<file path="src/rtl/usb_pkg.sv">
// Shared definitions for the USB bit-stream encoder: FSM states, sync pattern,
// bit-stuffing limit, CRC16 constants and the NRZI level helper.
package usb_pkg;

  typedef enum logic [2:0] {IDLE, SYNC, DATA, CRC, EOP} usb_state_e;

  // Raw sync bits, bit i is sent i-th (six zeros then a one).
  localparam logic [6:0]  SYNC_BITS   = 7'b100_0000;
  localparam logic [2:0]  SYNC_LAST   = 3'd6;
  localparam logic [2:0]  STUFF_LIMIT = 3'd6;
  localparam logic [15:0] CRC16_POLY  = 16'h8005;
  localparam logic [15:0] CRC16_INIT  = 16'hFFFF;

  // NRZI: a raw 1 keeps the line level, a raw 0 toggles it.
  function automatic logic nrzi_level(input logic raw, input logic level);
    return raw ? level : ~level;
  endfunction

endpackage

</file>
<file path="src/rtl/usb_crc16.sv">
// Serial CRC16 (x^16+x^15+x^2+1), one data bit per enabled cycle, data fed
// LSB first. Feeding din_i = crc_o[15] turns the register into a plain left
// shifter, which the encoder uses to stream the result out MSB first.
module usb_crc16 import usb_pkg::*; (
  input  logic        clk,
  input  logic        rst_L,
  input  logic        clear_i,
  input  logic        enable_i,
  input  logic        din_i,
  output logic [15:0] crc_o
);

  logic [15:0] crc_q, crc_d;
  logic        fb;

  // Next CRC: clear has priority over a data step.
  always_comb begin
    crc_d = crc_q;
    fb    = crc_q[15] ^ din_i;
    if (clear_i) begin
      crc_d = CRC16_INIT;
    end else if (enable_i) begin
      crc_d = {crc_q[14:0], 1'b0} ^ (fb ? CRC16_POLY : 16'h0000);
    end
  end

  // CRC register.
  always_ff @(posedge clk) begin
    if (!rst_L) crc_q <= CRC16_INIT;
    else        crc_q <= crc_d;
  end

  assign crc_o = crc_q;

endmodule

</file>
<file path="src/rtl/bit_stream_encoder.sv">
// USB bit-stream encoder: sync, NRZI, bit stuffing, EOP timing and underrun
// abort. Optional CRC16 trailer is built when USB_CRC16_EN is defined.
module bit_stream_encoder import usb_pkg::*; (
  input  logic       clk,
  input  logic       rst_L,
  input  logic [7:0] byte_in,
  input  logic       byte_valid,
  input  logic       byte_first,
  input  logic       byte_last,
  output logic       byte_ready,
  input  logic       usb_ready,
  output logic       data_start,
  output logic       data_bit,
  output logic       data_end,
  output logic       busy,
  output logic       underrun
);

  usb_state_e  state_q, state_d;
  logic [7:0]  hold_q, hold_d, shift_q, shift_d;
  logic        hold_vld_q, hold_vld_d, hold_first_q, hold_first_d;
  logic        hold_last_q, hold_last_d, cur_last_q, cur_last_d;
  logic [4:0]  cnt_q, cnt_d;    // sync index / bits left / EOP cycle
  logic [2:0]  ones_q, ones_d, ones_n;
  logic        level_q, level_d, urun_q, urun_d;
  logic        emit, raw, stuff, boundary, take, store;
`ifdef USB_CRC16_EN
  logic        pid_q, pid_d, crc_en, crc_din;
  logic [15:0] crc;

  usb_crc16 u_crc (
    .clk      (clk),
    .rst_L    (rst_L),
    .clear_i  (data_start),
    .enable_i (crc_en),
    .din_i    (crc_din),
    .crc_o    (crc)
  );
`endif

  // Bit source, NRZI/stuff tracking, state transitions and holding register.
  always_comb begin
    state_d = state_q;  hold_d = hold_q;  hold_vld_d = hold_vld_q;
    hold_first_d = hold_first_q;  hold_last_d = hold_last_q;
    shift_d = shift_q;  cnt_d = cnt_q;  cur_last_d = cur_last_q;
    ones_d = ones_q;  level_d = level_q;  urun_d = urun_q;
    data_start = 1'b0;  data_end = 1'b0;  underrun = 1'b0;  data_bit = 1'b0;
    emit = 1'b0;  raw = 1'b0;  stuff = 1'b0;  boundary = 1'b0;  take = 1'b0;
`ifdef USB_CRC16_EN
    pid_d = pid_q;  crc_en = 1'b0;  crc_din = 1'b0;
`endif
    // Non-first bytes arriving while idle are accepted and discarded.
    store = byte_valid && !hold_vld_q && !(state_q == IDLE && !byte_first);

    case (state_q)
      SYNC: begin
        emit = 1'b1;
        raw  = SYNC_BITS[cnt_q[2:0]];
      end
      DATA, CRC: begin
        emit  = 1'b1;
        stuff = (ones_q == STUFF_LIMIT);
        if (stuff)                raw = 1'b0;
        else if (state_q == DATA) raw = shift_q[0];
`ifdef USB_CRC16_EN
        else                      raw = ~crc[15];
`else
        else                      raw = 1'b0;
`endif
      end
      default: ;
    endcase

    ones_n = raw ? ones_q + 3'd1 : 3'd0;
    if (emit) begin
      ones_d   = ones_n;
      level_d  = nrzi_level(raw, level_q);
      data_bit = level_d;
    end

    case (state_q)
      IDLE: begin
        if (hold_vld_q) begin
          if (!hold_first_q) begin
            take = 1'b1;
          end else if (usb_ready) begin
            data_start = 1'b1;  take = 1'b1;  state_d = SYNC;
            shift_d = hold_q;  cur_last_d = hold_last_q;
            cnt_d = 5'd0;  ones_d = 3'd0;  level_d = 1'b0;  urun_d = 1'b0;
`ifdef USB_CRC16_EN
            pid_d = 1'b1;
`endif
          end
        end
      end
      SYNC: begin
        if (cnt_q[2:0] == SYNC_LAST) begin
          state_d = DATA;
          cnt_d   = 5'd8;
        end else begin
          cnt_d = cnt_q + 5'd1;
        end
      end
      DATA, CRC: begin
        if (!stuff) begin
          cnt_d   = cnt_q - 5'd1;
          shift_d = {1'b0, shift_q[7:1]};
`ifdef USB_CRC16_EN
          crc_en  = (state_q == CRC) || !pid_q;
          crc_din = (state_q == DATA) ? shift_q[0] : crc[15];
`endif
        end
        // A stuff bit owed after the final bit postpones the byte boundary.
        boundary = stuff ? (cnt_q == 5'd0)
                         : (cnt_q == 5'd1 && ones_n != STUFF_LIMIT);
        if (boundary) begin
          if (state_q == DATA && !cur_last_q) begin
            if (hold_vld_q) begin
              take = 1'b1;  shift_d = hold_q;  cur_last_d = hold_last_q;
              cnt_d = 5'd8;
`ifdef USB_CRC16_EN
              pid_d = 1'b0;
`endif
            end else begin
              state_d = EOP;  cnt_d = 5'd0;  urun_d = 1'b1;
            end
          end
`ifdef USB_CRC16_EN
          else if (state_q == DATA) begin
            state_d = CRC;  cnt_d = 5'd16;  pid_d = 1'b0;
          end
`endif
          else begin
            state_d = EOP;  cnt_d = 5'd0;
          end
        end
      end
      EOP: begin
        if (cnt_q == 5'd0) begin
          data_end = 1'b1;
          underrun = urun_q;
        end
        if (cnt_q == 5'd2) begin
          state_d = IDLE;  cnt_d = 5'd0;  urun_d = 1'b0;
        end else begin
          cnt_d = cnt_q + 5'd1;
        end
      end
      default: state_d = IDLE;
    endcase

    if (take) hold_vld_d = 1'b0;
    if (store) begin
      hold_d = byte_in;  hold_vld_d = 1'b1;
      hold_first_d = byte_first;  hold_last_d = byte_last;
    end
  end

  // State and datapath registers, all cleared by reset.
  always_ff @(posedge clk) begin
    if (!rst_L) begin
      state_q <= IDLE;  hold_q <= '0;  hold_vld_q <= 1'b0;
      hold_first_q <= 1'b0;  hold_last_q <= 1'b0;  shift_q <= '0;
      cnt_q <= '0;  cur_last_q <= 1'b0;  ones_q <= '0;
      level_q <= 1'b0;  urun_q <= 1'b0;
`ifdef USB_CRC16_EN
      pid_q <= 1'b0;
`endif
    end else begin
      state_q <= state_d;  hold_q <= hold_d;  hold_vld_q <= hold_vld_d;
      hold_first_q <= hold_first_d;  hold_last_q <= hold_last_d;
      shift_q <= shift_d;  cnt_q <= cnt_d;  cur_last_q <= cur_last_d;
      ones_q <= ones_d;  level_q <= level_d;  urun_q <= urun_d;
`ifdef USB_CRC16_EN
      pid_q <= pid_d;
`endif
    end
  end

  assign byte_ready = ~hold_vld_q;
  assign busy       = (state_q != IDLE);

endmodule
</file>
<file path="config.mk">
export PLATFORM = sky130hd
export DESIGN_NAME = bit_stream_encoder
export DESIGN_NICKNAME = d
export VERILOG_FILES = /design/src/rtl/usb_pkg.sv /design/src/rtl/usb_crc16.sv /design/src/rtl/bit_stream_encoder.sv
export SDC_FILE = /design/constraint.sdc
export NUM_CORES = 1
export LEC_CHECK = 0
export ABC_CLOCK_PERIOD_IN_PS = 3050
export CAP_MARGIN = 25
export CORE_ASPECT_RATIO = 0.5
export CORE_MARGIN = 8
export CORE_UTILIZATION = 30
export CTS_BUF_LIST = sky130_fd_sc_hd__clkbuf_16
export CTS_CLUSTER_DIAMETER = 100
export CTS_CLUSTER_SIZE = 40
export DETAILED_ROUTE_END_ITERATION = 16
export HOLD_SLACK_MARGIN = 0.03
export SKIP_CTS_REPAIR_TIMING = 1
export SYNTH_ARGS = -nofsm -noshare
export SYNTH_HDL_FRONTEND = slang
export SYNTH_HIERARCHICAL = 1
export SYNTH_SLANG_ARGS = --single-unit
</file>
<file path="constraint.sdc">
create_clock -name clk -period 3.05 [get_ports clk]
set_input_delay 0.61 -clock clk [delete_from_list [all_inputs] [get_ports clk]]
set_output_delay 0.61 -clock clk [all_outputs]
set_load 0.005 [all_outputs]
</file>
==> results of run 1 <==
==> registers in the layout, summed over array words and instances, names as in the netlist, named ones only <==
name,count
cnt_q,5
cur_last_q,1
hold_first_q,1
hold_last_q,1
hold_q,8
hold_vld_q,1
level_q,1
ones_q,3
shift_q,8
state_q,3
urun_q,1
==> cell families after synthesis <==
kind of cell,after synthesis
simple gates,82
fa+ha+maj,6
flops,34
mux,14
compound gates,75
buf+inv,29
xor+xnor,5
==> worst paths after layout <==
kind / slack [ps] / end / from / cells after the start
max: 240 / data_end / cnt_q[0]$_SDFFE_PN0N_ / 5
min reg2reg: 460 / shift_q[0]$_SDFFE_PN0P_ / hold_q[0]$_SDFFE_PN0P_ / 2
max reg2reg: 540 / flop / cnt_q[0]$_SDFFE_PN0N_ / 8
min: 460 / shift_q[0]$_SDFFE_PN0P_ / hold_q[0]$_SDFFE_PN0P_ / 2
==> report_power, final <==
group / switching (uW) / internal (uW)
Sequential: 6.41 / 453
Clock: 190 / 298
Combinational: 23.6 / 33.1
Total: 220 / 784
==> through the flow <==
step                worst slack, ps  hold WS (ps)  instance area [um^2]
finish                          244           463                  2560
global route                   99.4           498                  2560
CTS                            97.1           466                  2550
detailed placement              410           461                  2410
global placement                367           455                  2410
floorplan                      1030           435                  2100
==> placed cells by master (no fill, tap or decap), types with 3 or more instances in the layout <==
master                            synthesis  routed
sky130_fd_sc_hd__nand3b_1                 4       4
sky130_fd_sc_hd__o211ai_1                 4       4
sky130_fd_sc_hd__clkbuf_16                0       5
sky130_fd_sc_hd__ha_1                     6       6
sky130_fd_sc_hd__mux2i_1                 13      13
sky130_fd_sc_hd__clkdlybuf4s50_1          0      19
sky130_fd_sc_hd__nand2b_1                 3       3
sky130_fd_sc_hd__a21boi_0                 3       3
sky130_fd_sc_hd__inv_1                   18      18
sky130_fd_sc_hd__nor2b_1                 16      16
sky130_fd_sc_hd__a21oi_1                  9       9
sky130_fd_sc_hd__nor2_1                  19      19
sky130_fd_sc_hd__o21ai_0                 18      18
sky130_fd_sc_hd__nand2_1                 17      17
sky130_fd_sc_hd__a22oi_1                  3       3
sky130_fd_sc_hd__nand3_1                  3       3
sky130_fd_sc_hd__dfxtp_1                 34      34
sky130_fd_sc_hd__o21a_1                   4       4
sky130_fd_sc_hd__a221oi_1                 5       5
sky130_fd_sc_hd__xnor2_1                  3       3
sky130_fd_sc_hd__a31oi_1                  3       3
sky130_fd_sc_hd__buf_4                    0       6
==> metal layers <==
metal  global-route usage, %  up-vias  part of all wire [%]
met5                       0        -                     0
met4                    4.56        0                   1.8
met3                    2.46        7                   4.8
met2                    18.2       46                    43
met1                    13.2      857                    50
li1                        -      945                     -
==> cell type report <==
type | count | area (um^2) | area share, %
clock buffer | 5 | 125 | 4.89
clock inverter | 3 | 16.3 | 0.636
inverter | 18 | 67.6 | 2.64
multi-input combinational | 182 | 1320 | 51.5
sequential | 34 | 681 | 26.6
tap | 92 | 115 | 4.50
timing repair buffer | 25 | 235 | 9.20
==> worst min-delay path, delay by kind of cell (launching register included) <==
| family | cells | cell delay [ps] |
|---|---|---|
| compound gates | 1 | 60 |
| buf+inv | 1 | 50 |
| flops | 1 | 300 |
==> flow_summary.rst, run 1 <==
.. list-table::
   :header-rows: 1

   * - Metric
     - Value
   * - Minimum period implied by the final worst setup slack
     - approximately 2800 ps
   * - Clock transition at the registers of the reported paths
     - 60 ps
   * - Number of H-tree branching levels
     - 2
   * - Wire length of the first global-routing pass
     - between 8000 and 9000 um
   * - Routed wire length
     - between 5000 and 6000 um
   * - Setup repair after global routing missed its margin
     - false
   * - Number of nets in the synthesized netlist
     - ~270
   * - Total of max-cap violations
     - 0
   * - Count of input and output buffers
     - 19
   * - Peak fanout along the critical path
     - 7
   * - Kind of start point of the critical path
     - flop
   * - Number of placed instances, taps included
     - ~350
   * - Final antenna-violating net count
     - 0
   * - Remaining design rule violation count
     - 0
   * - Clk sink count
     - 34
   * - Number of instances in the synthesized netlist
     - approximately 250
   * - Proportion of synthesized chip area in sequential cells
     - 32.4%
   * - Final-report hold violation count
     - 0
   * - Number of distinct standard cells referenced by the synthesized netlist
     - 60
   * - Latest clock arrival within the worst-skew pair
     - 280 ps
   * - Adder-cell share of the synthesized area
     - 3.57%
   * - Height of the chip
     - ~75 um
   * - Total routing resource utilization after global routing
     - approximately 11%
   * - Ys Warns
     - 6
   * - Final-stage net count
     - between 200 and 300
   * - Count of non-filler cells in the finished layout
     - 359
   * - Xor-xnor portion of the synthesized cell area
     - around 2.1%
   * - Top-Level Pins
     - 20
   * - Yosys top cell area share
     - between 30% and 40%
   * - Main combinational cell family by area after synthesis
     - compound AO/OA/AOI/OAI gates
   * - Largest net degree at the start of global routing
     - 18
   * - Cell class contributing the biggest share of worst-path delay
     - buffers and inverters
   * - F_max
     - roughly 0.36 GHz
   * - Vias in the first global route
     - between 1500 and 2000
   * - Post-route clock period utilization
     - between 90% and 100%
   * - CP endpoint kind
     - output port
   * - Final number of setup-violating endpoints
     - 0
   * - Area of the mapped netlist
     - approximately 2100 um^2
   * - Result of the run
     - finished, final reports clean
   * - Detailed-placement wirelength estimate
     - 3820 um
   * - Number of antenna repair diodes
     - 0
   * - Final Max Slew Viols
     - 0
   * - Compound-cell area share of the yosys netlist
     - between 20% and 30%
   * - Area fraction in and, or, nand and nor cells after synthesis
     - about 22%
   * - Max-slew headroom at the worst pin
     - approximately three fifths
   * - Overall die area
     - around 10000 um^2
   * - Clock Skews
     - roughly 9.6 ps
   * - Most frequent cell after synthesis
     - sky130_fd_sc_hd__dfxtp_1
   * - Commonest cells post-synth
     - sky130_fd_sc_hd__dfxtp_1, sky130_fd_sc_hd__nor2_1, sky130_fd_sc_hd__inv_1, sky130_fd_sc_hd__o21ai_0, sky130_fd_sc_hd__nand2_1
   * - Share of synthesized registers carrying an async set or reset
     - 0%
   * - Mean instance size in the synthesized netlist
     - between 8 and 9 um^2
   * - Number of buffers added by the clock tree synthesis step
     - 5
   * - Row count
     - 21
   * - Cell at the root of the clock tree
     - sky130_fd_sc_hd__clkbuf_16
   * - Bufs on Longest Clock Path
     - 2
   * - Share of synthesized area spent on multiplexers
     - 7.26%
   * - Cell at the slowest stage of the critical path
     - sky130_fd_sc_hd__clkdlybuf4s50_1
   * - Fraction of layout instances using a drive strength above 1
     - 10.5%
   * - Worst setup path class
     - flop to output port
   * - Delay of the slowest critical-path stage
     - 530 ps
   * - FF+latch count, synth
     - 34
   * - Number of antenna violations at the first check in global routing
     - 0
   * - Ordered cell list for the critical path
     - inv_1, ha_1, or4b_4, nor2_1, clkdlybuf4s50_1
   * - Required time of the critical path
     - roughly 2400 ps
   * - Via total after detailed routing
     - roughly 1900
   * - Worst hold path class
     - flop to flop
   * - Clock tree from TritonCTS
     - done
   * - Worst vdd rail ir drop
     - 0.000182 V
   * - Area growth syn-to-layout
     - 21.6%
   * - Power consumption
     - approximately 1000 uW
   * - Aggregate global routing overflow
     - 0
   * - Final weighted congestion in routability-driven placement
     - around 0.85
   * - Drt first-iter violations
     - 64
   * - Wirelength per Cell
     - 14.4 um
   * - Initial Utilization
     - around 31%
   * - Via-to-Cell Ratio
     - 5.17
   * - Most used flip-flop cell after synthesis
     - sky130_fd_sc_hd__dfxtp_1
   * - Data arrival time of the critical path
     - roughly 2200 ps
   * - Cell leakage power
     - ~0.0009 uW
   * - Worst slew pin tran
     - 590 ps
   * - Setup Total Neg Slack
     - 0 ps
   * - Count of flip-flops with a built-in enable after synthesis
     - 0
   * - Iteration count of the initial detailed-routing pass
     - 4
   * - Filler instances
     - just over 700
   * - Cells taking the most area after synthesis
     - sky130_fd_sc_hd__dfxtp_1, sky130_fd_sc_hd__mux2i_1, sky130_fd_sc_hd__nor2b_1
   * - Power density over the cells
     - between 300 and 400 nW/um^2
   * - Standard cell core area
     - around 6700 um^2
   * - Die boundary width
     - roughly 130 um
   * - Worst path bufs/invs
     - 2
   * - Library cell occupying the most area in the post-synthesis netlist
     - sky130_fd_sc_hd__dfxtp_1
   * - Layout Utilization
     - between 30% and 40%
(Power assumes the default switching activity.)
==> run 2, diff against run 1 <==
--- a/config.mk
+++ b/config.mk
@@ -7,7 +7,6 @@
 export LEC_CHECK = 0
 export ABC_CLOCK_PERIOD_IN_PS = 3050
 export CAP_MARGIN = 25
-export CORE_ASPECT_RATIO = 0.5
 export CORE_MARGIN = 8
 export CORE_UTILIZATION = 30
 export CTS_BUF_LIST = sky130_fd_sc_hd__clkbuf_16
==> run 2 against run 1 <==
Maximum frequency up 1.2%; hold slack worse by 4.1 ps; sequential power about the same; critical endpoint is now underrun.
==> flow_summary.rst, run 2 (synthesis gave the netlist of run 1 again) <==
.. list-table::
   :header-rows: 1

   * - Metric
     - Value
   * - Result of the run
     - finished, final reports clean
   * - Cell leakage power
     - 0.000936 uW
   * - Wirelength per Cell
     - approximately 14 um
   * - Die boundary width
     - roughly 100 um
   * - Final Max Slew Viols
     - 0
   * - Latest clock arrival within the worst-skew pair
     - approximately 280 ps
   * - Required time of the critical path
     - ~2400 ps
   * - Flip-flop and latch area
     - about 680 um^2
   * - Number of antenna violations at the first check in global routing
     - 0
   * - Data arrival time of the critical path
     - between 2000 and 2500 ps
   * - Via-to-Cell Ratio
     - roughly 5.1
   * - Footprint of the multi-input gates
     - 1310 um^2
   * - Cell at the slowest stage of the critical path
     - sky130_fd_sc_hd__clkdlybuf4s50_1
   * - CP endpoint kind
     - output port
   * - Worst setup path class
     - flop to output port
   * - Most used cells in the layout excluding fill and tap cells
     - sky130_fd_sc_hd__dfxtp_1, sky130_fd_sc_hd__nor2_1, sky130_fd_sc_hd__clkdlybuf4s50_1, sky130_fd_sc_hd__inv_1, sky130_fd_sc_hd__o21ai_0
   * - Final number of setup-violating endpoints
     - 0
   * - Final antenna-violating net count
     - 0
   * - Via total after detailed routing
     - about 1900
   * - F_max
     - approximately 0.36 GHz
   * - Number of buffers added by the clock tree synthesis step
     - 5
   * - Clock transition at the registers of the reported paths
     - 60 ps
   * - Number of H-tree branching levels
     - 2
   * - Kind of start point of the critical path
     - flop
   * - Peak fanout along the critical path
     - 7
   * - Worst setup slack for register-to-register paths
     - 610 ps
   * - Iteration count of the initial detailed-routing pass
     - 4
   * - Biggest registers after layout
     - hold_q (8), shift_q (8), cnt_q (5)
   * - Vias in the first global route
     - between 1500 and 2000
   * - Top-Level Pins
     - 20
   * - Count of input and output buffers
     - 19
   * - Cell at the root of the clock tree
     - sky130_fd_sc_hd__clkbuf_16
   * - Ordered cell list for the critical path
     - inv_1, ha_1, nor4b_1, and3_1, clkdlybuf4s50_1
   * - Standard cell core area
     - 6790 um^2
   * - Final weighted congestion in routability-driven placement
     - 0.849
   * - Worst hold slack
     - between 400 and 500 ps
   * - Worst slew pin tran
     - between 500 and 600 ps
   * - Wire length of the first global-routing pass
     - between 8000 and 9000 um
   * - Area growth syn-to-layout
     - 24.7%
   * - Filler instances
     - 691
   * - Post-route clock period utilization
     - around nine tenths
   * - Setup repair after global routing missed its margin
     - false
   * - Worst vdd rail ir drop
     - 0.000322 V
   * - Most frequent standard cell in the layout excluding fill and tap cells
     - sky130_fd_sc_hd__dfxtp_1
   * - Setup Total Neg Slack
     - 0 ps
   * - Total routing resource utilization after global routing
     - between 10 and 15%
   * - Final-report hold violation count
     - 0
   * - Total of max-cap violations
     - 0
   * - Worst hold path class
     - flop to flop
   * - Remaining design rule violation count
     - 0
   * - Fraction of layout instances using a drive strength above 1
     - ~11%
   * - Delay of the slowest critical-path stage
     - 500 ps
   * - Power density over the cells
     - 453 nW/um^2
   * - Minimum period implied by the final worst setup slack
     - 2770 ps
   * - Final-stage net count
     - ~290
   * - Clk sink count
     - 34
   * - Overall die area
     - slightly below 10000 um^2
   * - Routed wire length
     - between 5000 and 6000 um
   * - Clock Skews
     - between 4 and 5 ps
   * - Clock tree from TritonCTS
     - done
   * - Bufs on Longest Clock Path
     - 2
   * - Largest net degree at the start of global routing
     - 20
   * - Aggregate global routing overflow
     - 0
   * - Number of antenna repair diodes
     - 0
   * - Drt first-iter violations
     - roughly 120
   * - Height of the chip
     - 99.7 um
   * - Detailed-placement wirelength estimate
     - 3840 um
   * - Power consumption
     - around 1200 uW
   * - Row count
     - 30
   * - Initial Utilization
     - between 30% and 40%
   * - Max-slew headroom at the worst pin
     - between 60% and 70%
==> run 2: cell count changes in the layout (fill, tap and decap cells not counted), sizes merged <==
cell	change
bufinv	+2
buf	+2
clkinvlp	-1
clkinv	-1
==> run 2: worst max-delay path: cells and delay by family (launching register included) <==
kind,cells,cell delay (ps)
buffers and inverters,2,620
DFF,1,360
adders and majority gates,1,230
and+or+nand+nor,2,660
==> run 2: where the power goes <==
part	switching, uW	leakage (uW)	internal (uW)
Sequential	6.52	0.000275	453
Clock	203	0.0000940	470
Combinational	24.5	0.000567	33.2
Total	234	0.000936	956
==> run 2: final timing paths <==
check                          startpoint                      end  cells after the start
hold reg to reg   cur_last_q$_SDFFE_PN0P_  cur_last_q$_SDFFE_PN0P_                      2
hold / removal    cur_last_q$_SDFFE_PN0P_  cur_last_q$_SDFFE_PN0P_                      2
setup / recovery    cnt_q[0]$_SDFFE_PN0N_                 underrun                      5
setup reg to reg    cnt_q[0]$_SDFFE_PN0N_                     flop                      8
==> run 2: layout make-up <==
class,count,area share [%]
multi-input combinational,182,50.0
timing repair buffer,27,9.54
inverter,18,2.58
sequential,34,25.9
tap,96,4.58
clock buffer,5,4.77
clock inverter,3,2.62
==> run 2: stage by stage <==
stage | utilization (%) | cells | worst slack, ps | area [um^2]
floorplan | - | 245 | 1030 | 2100
global placement | 35.8 | 357 | 596 | 2430
detailed placement | 35.8 | 357 | 566 | 2430
CTS | 38.6 | 365 | 261 | 2620
global route | 38.6 | 365 | 122 | 2620
finish | 38.6 | 365 | 279 | 2620
==> run 2: metal layers <==
metal / vias to the layer above / track usage [%] / routed length, um
met1: 858 / 13.6 / 2460
met4: 0 / 4.54 / 85
met3: 5 / 2.79 / 283
li1: 948 / - / -
met2: 49 / 17.6 / 2430
met5: - / 0 / 0
==> run 3, diff against run 2 <==
--- a/config.mk
+++ b/config.mk
@@ -7,7 +7,7 @@
 export LEC_CHECK = 0
 export ABC_CLOCK_PERIOD_IN_PS = 3050
 export CAP_MARGIN = 25
-export CORE_MARGIN = 8
+export CORE_MARGIN = 2
 export CORE_UTILIZATION = 30
 export CTS_BUF_LIST = sky130_fd_sc_hd__clkbuf_16
 export CTS_CLUSTER_DIAMETER = 100
==> run 3 against run 2 <==
Clock power fell by 14%; critical path depth unchanged; register-to-register slack hardly changed; die area is 23% lower; worst setup slack worse by 130 ps; sequential share of layout area up 0.39 points.
==> flow_summary.rst, run 3 (synthesis gave the netlist of run 1 again) <==
.. list-table::
   :header-rows: 1

   * - Metric
     - Value
   * - Capturing instance or port of the critical path
     - underrun
   * - Top-Level Pins
     - 20
   * - F_max
     - 0.344 GHz
   * - Aggregate global routing overflow
     - 0
   * - Data arrival time of the critical path
     - between 2000 and 2500 ps
   * - Final-stage net count
     - approximately 290
   * - Fraction of layout instances using a drive strength above 1
     - 10.5%
   * - Ordered cell list for the critical path
     - inv_1, ha_1, nor4b_1, and3_1, clkdlybuf4s50_1
   * - Filler instances
     - 696
   * - Number of placed instances, taps included
     - approximately 360
   * - Final-report hold violation count
     - 0
   * - Count of input and output buffers
     - 19
   * - Number of antenna violations at the first check in global routing
     - 0
   * - Drt first-iter violations
     - around 130
   * - Kind of start point of the critical path
     - flop
   * - Routed wire length
     - 5110 um
   * - Clock transition at the registers of the reported paths
     - 60 ps
   * - Final number of setup-violating endpoints
     - 0
   * - CP endpoint kind
     - output port
   * - Bufs on Longest Clock Path
     - 2
   * - Row count
     - 30
   * - Latest clock arrival within the worst-skew pair
     - between 200 and 300 ps
   * - Most used cells in the layout excluding fill and tap cells
     - sky130_fd_sc_hd__dfxtp_1, sky130_fd_sc_hd__nor2_1, sky130_fd_sc_hd__clkdlybuf4s50_1, sky130_fd_sc_hd__inv_1, sky130_fd_sc_hd__o21ai_0
   * - Worst hold path class
     - flop to flop
   * - Number of H-tree branching levels
     - 2
   * - Total of max-cap violations
     - 0
   * - Final antenna-violating net count
     - 0
   * - Result of the run
     - finished, final reports clean
   * - Largest net degree at the start of global routing
     - 19
   * - Via total after detailed routing
     - approximately 1900
   * - Power consumption
     - approximately 1100 uW
   * - Overall die area
     - 7700 um^2
   * - Cell leakage power
     - about 0.00091 uW
   * - Required time of the critical path
     - about 2400 ps
   * - Biggest registers after layout
     - hold_q (8), shift_q (8), cnt_q (5)
   * - Remaining design rule violation count
     - 0
   * - Iteration count of the initial detailed-routing pass
     - 4
   * - Via-to-Cell Ratio
     - 5.15
   * - Setup Total Neg Slack
     - 0 ps
   * - Worst r2r src
     - cnt_q[0]$_SDFFE_PN0N_
   * - Most frequent standard cell in the layout excluding fill and tap cells
     - sky130_fd_sc_hd__dfxtp_1
   * - Final Max Slew Viols
     - 0
   * - Detailed-placement wirelength estimate
     - ~3700 um
   * - Total routing resource utilization after global routing
     - roughly 14%
   * - Count of non-filler cells in the finished layout
     - 363
   * - Worst slew pin tran
     - approximately 640 ps
   * - Final weighted congestion in routability-driven placement
     - roughly 0.86
   * - Launching element of the worst setup path
     - cnt_q[0]$_SDFFE_PN0N_
   * - Post-route clock period utilization
     - between 90% and 100%
   * - Delay of the slowest critical-path stage
     - roughly 560 ps
   * - Height of the chip
     - 87.7 um
   * - Logic depth of the worst register-to-register path
     - 8
   * - Area growth syn-to-layout
     - 22.9%
   * - Worst setup slack for register-to-register paths
     - ~620 ps
   * - Wirelength per Cell
     - approximately 14 um
   * - Number of antenna repair diodes
     - 0
   * - Cell at the root of the clock tree
     - sky130_fd_sc_hd__clkbuf_16
   * - Wire length of the first global-routing pass
     - approximately 8400 um
   * - Footprint of the multi-input gates
     - between 1000 and 1500 um^2
   * - Max-slew headroom at the worst pin
     - 56.6%
   * - Worst setup path class
     - flop to output port
   * - Initial Utilization
     - 31.0%
   * - Peak fanout along the critical path
     - 7
   * - Setup repair after global routing missed its margin
     - false
   * - Clock Skews
     - 4.62 ps
   * - Power density over the cells
     - around 430 nW/um^2
   * - Clock tree from TritonCTS
     - done
   * - Standard cell core area
     - slightly below 7000 um^2
   * - Number of buffers added by the clock tree synthesis step
     - 5
   * - Flip-flop and latch area
     - about 680 um^2
   * - Minimum period implied by the final worst setup slack
     - just under 3000 ps
   * - Clk sink count
     - 34
   * - Cell at the slowest stage of the critical path
     - sky130_fd_sc_hd__nor4b_1
   * - Die boundary width
     - 87.7 um
   * - Vias in the first global route
     - 1700
   * - Worst vdd rail ir drop
     - about 0.00019 V
## run 3: cell types whose count changed in the layout (fill, tap and decap cells not counted)
cell                         change
sky130_fd_sc_hd__buf_4           -2
sky130_fd_sc_hd__clkinvlp_4      +2
sky130_fd_sc_hd__bufinv_16       -1
sky130_fd_sc_hd__clkinv_4        -1
## run 3: power by group
group | internal, uW | leakage [uW] | switching (uW)
sequential | 453 | 0.000275 | 6.76
clock | 385 | 0.0000760 | 197
combinational | 33.1 | 0.000556 | 24.1
total | 871 | 0.000907 | 228
## run 3: cell type report
class,instances,area share (%)
Multi-Input combinational cell,182,50.7
Timing Repair Buffer,25,9.10
Clock buffer,5,4.84
Sequential cell,34,26.3
Clock inverter,3,1.74
Tap cell,96,4.65
Inverter,18,2.61
## run 3: layer usage
| metal | share of wire, % | GRT usage (%) | vias to the layer above |
|---|---|---|---|
| li1 | - | - | 936 |
| met1 | 50 | 19.1 | 881 |
| met2 | 45 | 21.4 | 45 |
| met3 | 4.1 | 3.11 | 9 |
| met4 | 1.5 | 4.20 | 0 |
| met5 | 0 | 0 | - |
## run 3: worst min path at each step
stage,startpoint,end,slack (ps),depth (start not counted)
3_5_place_dp,cur_last_q$_SDFFE_PN0P_,cur_last_q$_SDFFE_PN0P_,460,2
6_report,cur_last_q$_SDFFE_PN0P_,cur_last_q$_SDFFE_PN0P_,460,2
2_1_floorplan,cur_last_q$_SDFFE_PN0P_,cur_last_q$_SDFFE_PN0P_,440,2
4_1_cts,cur_last_q$_SDFFE_PN0P_,cur_last_q$_SDFFE_PN0P_,470,2
5_1_grt,hold_q[4]$_SDFFE_PN0P_,shift_q[4]$_SDFFE_PN0P_,490,2
3_3_place_gp,cur_last_q$_SDFFE_PN0P_,cur_last_q$_SDFFE_PN0P_,450,2
## run 3: critical path: cells and delay by family (launching register included)
family / cells / cell delay, ps
adders and majority gates: 1 / 220
buffers and inverters: 2 / 610
DFF: 1 / 360
and+or+nand+nor: 2 / 820
## run 3: per-stage QoR
step | area (um^2) | hold slack (ps) | utilization [%] | worst slack (ps)
4_1_cts | 2580 | 466 | 38.0 | 132
5_1_grt | 2580 | 491 | 38.0 | 91.2
6_report | 2580 | 463 | 38.0 | 147
3_5_place_dp | 2410 | 457 | 35.5 | 434
3_3_place_gp | 2410 | 454 | 35.5 | 451
2_1_floorplan | 2100 | 435 | - | 1030
